## src/rtl/dbus_rr_arbiter4.sv

```systemverilog
// dbus_rr_arbiter4: four-master round-robin arbiter onto one data-bus slave.
// Define DBUS_ARB_TIMEOUT_EN to add a 255-cycle BUSY watchdog driving toErr.
module dbus_rr_arbiter4 (
  input  logic         clk,
  input  logic         rst,
  input  logic [127:0] addrM,
  input  logic [127:0] doutM,
  input  logic [3:0]   stbM,
  input  logic [3:0]   weM,
  input  logic [15:0]  dmM,
  output logic [31:0]  dinM,
  output logic [3:0]   nakM,
  output logic [31:0]  addrS,
  output logic [31:0]  dinS,
  output logic         stbS,
  output logic         weS,
  output logic [3:0]   dmS,
  input  logic [31:0]  doutS,
  input  logic         nakS,
  output logic [1:0]   grant,
  output logic         busy,
  output logic         toErr
);
  typedef enum logic {IDLE, BUSY} state_t;
  state_t r_state;
  logic [1:0] r_owner, r_last, w_pick;
  logic w_to, w_own_stb;
  logic [3:0] w_own_oh;
  assign w_own_stb = stbM[r_owner];
  assign w_own_oh = 4'b0001 << r_owner;
`ifdef DBUS_ARB_TIMEOUT_EN
  logic [7:0] r_cnt;
  logic r_to_err;
  assign w_to = r_state == BUSY && w_own_stb && nakS && r_cnt == 8'hff;
  assign toErr = r_to_err;
  // held at zero while idle so every BUSY tenure starts from a fresh count
  always_ff @(posedge clk)
    if (rst) begin
      r_cnt <= 8'd0;
      r_to_err <= 1'b0;
    end else begin
      r_cnt <= r_state == IDLE ? 8'd0 : r_cnt + 8'd1;
      if (w_to) r_to_err <= 1'b1;
    end
`else
  assign w_to = 1'b0;
  assign toErr = 1'b0;
`endif
  // nearest requester after the last one served wins
  always_comb begin
    w_pick = r_last + 2'd1;
    for (int i = 3; i >= 0; i--)
      if (stbM[r_last + 2'(i + 1)]) w_pick = r_last + 2'(i + 1);
  end
  assign busy = r_state == BUSY;
  assign grant = r_owner;
  assign addrS = addrM[{r_owner, 5'd0} +: 32];
  assign dinS = doutM[{r_owner, 5'd0} +: 32];
  assign dmS = dmM[{r_owner, 2'd0} +: 4];
  assign weS = weM[r_owner];
  assign stbS = busy && w_own_stb && !w_to;
  assign dinM = w_to ? 32'hDEADBEEF : doutS;
  assign nakM = busy ? stbM & (~w_own_oh | {4{nakS && !w_to}}) : stbM;
  always_ff @(posedge clk)
    if (rst) begin
      r_state <= IDLE;
      r_owner <= 2'd0;
      r_last <= 2'd3;
    end else if (r_state == IDLE) begin
      if (|stbM) begin
        r_state <= BUSY;
        r_owner <= w_pick;
      end
    end else if (!w_own_stb) r_state <= IDLE;
    else if (!nakS || w_to) begin
      r_state <= IDLE;
      r_last <= r_owner;
    end
endmodule
```

## config.mk

```make
export PLATFORM = sky130hd
export DESIGN_NAME = dbus_rr_arbiter4
export DESIGN_NICKNAME = d
export VERILOG_FILES = /design/src/rtl/dbus_rr_arbiter4.sv
export SDC_FILE = /design/constraint.sdc
export NUM_CORES = 1
export LEC_CHECK = 0
export ABC_AREA = 1
export BUFFER_PORTS_ARGS = -buffer_cell sky130_fd_sc_hd__buf_2
export CELL_PAD_IN_SITES_DETAIL_PLACEMENT = 0
export CELL_PAD_IN_SITES_GLOBAL_PLACEMENT = 2
export CORE_AREA = 5 5 164 166
export DETAILED_ROUTE_END_ITERATION = 7
export DIE_AREA = 0 0 169 171
export PLACE_DENSITY_LB_ADDON = 0.1
export SLEW_MARGIN = 25
export SYNTH_ARGS = -nofsm -noshare
export SYNTH_HDL_FRONTEND = slang
export SYNTH_SLANG_ARGS = --single-unit
```

## constraint.sdc

```tcl
create_clock -name clk -period 1.25 [get_ports clk]
set_clock_uncertainty 0.2 [all_clocks]
set_input_delay 0 -clock clk [delete_from_list [all_inputs] [get_ports clk]]
set_output_delay 0 -clock clk [all_outputs]
set_load 0.05 [all_outputs]
```

==> impl_metrics.py <==
metrics = {
    "synthesis": {
        "syn_area_per_cell_um2": 5.856,
        "synth_top_area_share_pct": 40.68,
        "synth.largest_area_cell": "a22oi_1",
        "synth-async-reset-ratio_pct": 0,
        "synth_common_cells": "a22oi_1, nand2_1, buf_4, nand3_1, buf_2",
        "synth_edf_count": 0,
        "synth_seq_cells": 5,
        "synthTopCellsByArea": "a22oi_1, nand2_1, buf_4",
        "yosysWarnings": 0,
        "ys_seq_area_share_pct": 4.558,
        "synth_fp_nets": 690,
        "postSynthCellCount": 375,
        "synth.distinct_cells": 25,
        "yosys.cell_count.top_type": "a22oi_1",
        "synth.cell_area_mm2": 0.002196,
        "ys.flop_type": "dfxtp_1",
    },
    "worst_setup_path": {
        "slowest_stage": "dfxtp_4",
        "cpMostUsedCell": "buf_8",
        "critPathArrivalTime_ps": 1530,
        "cp-end-kind": "output port",
        "cp_data_required_time_ps": 1050,
        "critPathMaxFanout": 6,
        "cp-start-kind": "flip-flop",
        "crit_path_cell_trace": "inv_4 > nand2_8 > clkinv_8 > buf_16 > buf_8 > a22oi_2 > nand2_2 > buf_8",
        "critPathKind": "flip-flop to output port",
        "slowest_delay_ps": 390,
    },
    "routing": {
        "wl_per_cell_um": 20.17,
        "routed-via-count": 4550,
        "ant_nets": 0,
        "drt-initial-drc-count": 132,
        "drt-pass1-iter-count": 4,
        "finalWirelength_mm": 22.45,
        "remaining_drc_errors": 0,
        "vias_per_cell": 4.088,
    },
    "global_route": {
        "grt_pass1_vias": 4796,
        "grt_use_total_pct": 12.72,
        "antenna_found_initial": 4,
        "grt_max_degree": 37,
        "grt_first_pass_wirelength_mm": 28.96,
        "overflow": 0,
    },
    "cells_and_area": {
        "syn_to_final_growth_pct": 230.8,
        "fillers": 2800,
        "utilization_pct": 28.52,
        "final_nets": 1091,
        "drive_gt1_share_pct": 85.03,
        "final_area_mm2": 0.007263,
    },
    "pwr": {
        "power_density_mw_per_mm2": 1188,
        "p_switching_mw": 4.772,
        "power_mw": 8.631,
        "p_seq_share_pct": 2.7,
        "swShare_pct": 55.30,
        "internal_power_mw": 3.858,
        "power_frac_comb_pct": 91.2,
        "clkPwrFrac_pct": 6.1,
        "p_leak_nw": 3.285,
        "ir_drop_v": 0.0004789,
    },
    "floorplan": {
        "die_w_um": 169,
        "core_mm2": 0.02547,
        "die-area_mm2": 0.02890,
        "fp-row-count": 59,
        "start_util_pct": 8.622,
        "io_pins": 425,
        "die_h_um": 171,
    },
    "clock_tree": {
        "clockBufferDepth": 2,
        "clk_pin_slew_ps": 30,
        "htreeDepth": 1,
        "cts_sinks": 5,
        "clk_latency_ps": 230,
        "cts_buffers": 3,
        "cts_tree": "built",
        "cts_root_buf": "clkbuf_16",
    },
    "place": {
        "hpwlAfterDp_mm": 15.77,
        "io_buffers": 359,
        "gp_congestion": 0.8468,
        "dpl-instance-area_mm2": 0.005285,
    },
    "timing": {
        "post-route-period-util_pct": 138.4,
        "setup_viol": 79,
        "worst_pin_slew_ps": 535.4,
        "hold_viol": 0,
        "fmax_mhz": 577.9,
        "period_minus_slack_ps": 1730,
        "slew_violations": 0,
        "setup_ws_ps": -480.3,
        "relSlewSlack_pct": 64.19,
        "rsz0062_at_grt": "yes",
    },
    "status": {
        "status": "finished, violations left",
        "violations": "setup timing",
    },
    "run": {
        "maxCapViolations": 0,
    },
    "worst_hold_path": {
        "hp-class": "input port to flip-flop",
    },
}
-- metal layers --
layer	vias up	track usage (%)	share of wire, %
met5	-	0	0.12
met4	4	1.715	1.3
met3	20	3.489	9.3
met2	262	24.59	53
met1	2113	14.21	37
li1	2151	-	-
-- stage by stage --
| step | std cells | hold WS (ps) | setup slack, ps | TNS, ps |
|---|---|---|---|---|
| 2_1_floorplan | 375 | -146.7 | -244.5 | -9002 |
| 3_3_place_gp | 1039 | -199.7 | -352.3 | -18260 |
| 3_5_place_dp | 1039 | -199.7 | -333.3 | -19580 |
| 4_1_cts | 1091 | 138.7 | -514.8 | -34640 |
| 5_1_grt | 1112 | 152.6 | -545.9 | -37560 |
| 6_report | 1113 | 121.5 | -480.3 | -33330 |
-- final cells by class --
class / instances / area, um^2 / area share, %
Timing Repair Buffer: 457 / 3694 / 50.85
Tap cell: 335 / 419.2 / 5.771
Antenna cell: 3 / 7.507 / 0.1034
Sequential cell: 5 / 118.9 / 1.637
Multi-Input combinational cell: 289 / 2811 / 38.71
Timing Repair inverter: 1 / 16.27 / 0.2239
Inverter: 19 / 117.6 / 1.619
Clock buffer: 4 / 78.83 / 1.085
-- sequential cells by signal (all words and copies together), names as in the netlist --
name / cells
busy: 1
grant: 2
r_last: 2
-- cells in the final DEF, fill, tap and decap left out, drive strengths merged --
cell         instances
o211ai               2
dlygate4sd3         34
diode                3
nand4                1
a31oi                1
a22oi              119
nand3               25
nand2              122
buf                412
clkinv               2
dfxtp                5
nor2                 3
conb                 1
clkinvlp             1
o21ai                6
clkbuf              15
inv                 17
a21oi                9
-- timing repair --
item | CTS | global route
cloned | 6 | 14
setup buffers | 8 | 7
hold buffers | 34 | 0
hold endpoints to repair | 37 | 0
endpoints found under the setup margin | 79 | 79
pin swaps | 21 | 38
gates resized for setup | 167 | 99
-- cells by family (layout without fill, tap and decap cells) --
family | after synthesis | count (layout) | synth area share, %
AO/OA/AOI/OAI | 137 | 137 | 45.76
buffers and inverters | 81 | 481 | 21.14
flip-flops | 5 | 5 | 4.559
other | 1 | 4 | 0.1708
AND/OR/NAND/NOR | 151 | 151 | 28.38
-- power by group through the flow --
stage | Combinational (mW) | Clock [mW] | Sequential, mW
finish | 7.87 | 0.530 | 0.232
global route | 8.26 | 0.546 | 0.236
CTS | 7.10 | 0.534 | 0.226
detailed placement | 5.75 | 0 | 0.224
global placement | 5.74 | 0 | 0.222
floorplan | 4.21 | 0 | 0.262
-- worst paths after layout --
| path | slack (ps) | from | endpoint | cells past startpoint |
|---|---|---|---|---|
| worst max-delay path | -480 | grant[1] | dinS[10] | 8 |
| worst min-delay path | 120 | stbM[3] | busy | 6 |
| worst max register to register | -310 | grant[1] | r_last[1] | 10 |
| worst min register to register | 340 | busy | busy | 2 |
-- critical path: cells and delay by family, from the launching register on --
kind	cells	cell delay, ps
and+or+nand+nor	2	160
AOI/OAI and AO/OA	1	150
DFF	1	390
buffers and inverters	5	610
Power figures use the tool's default switching activity.
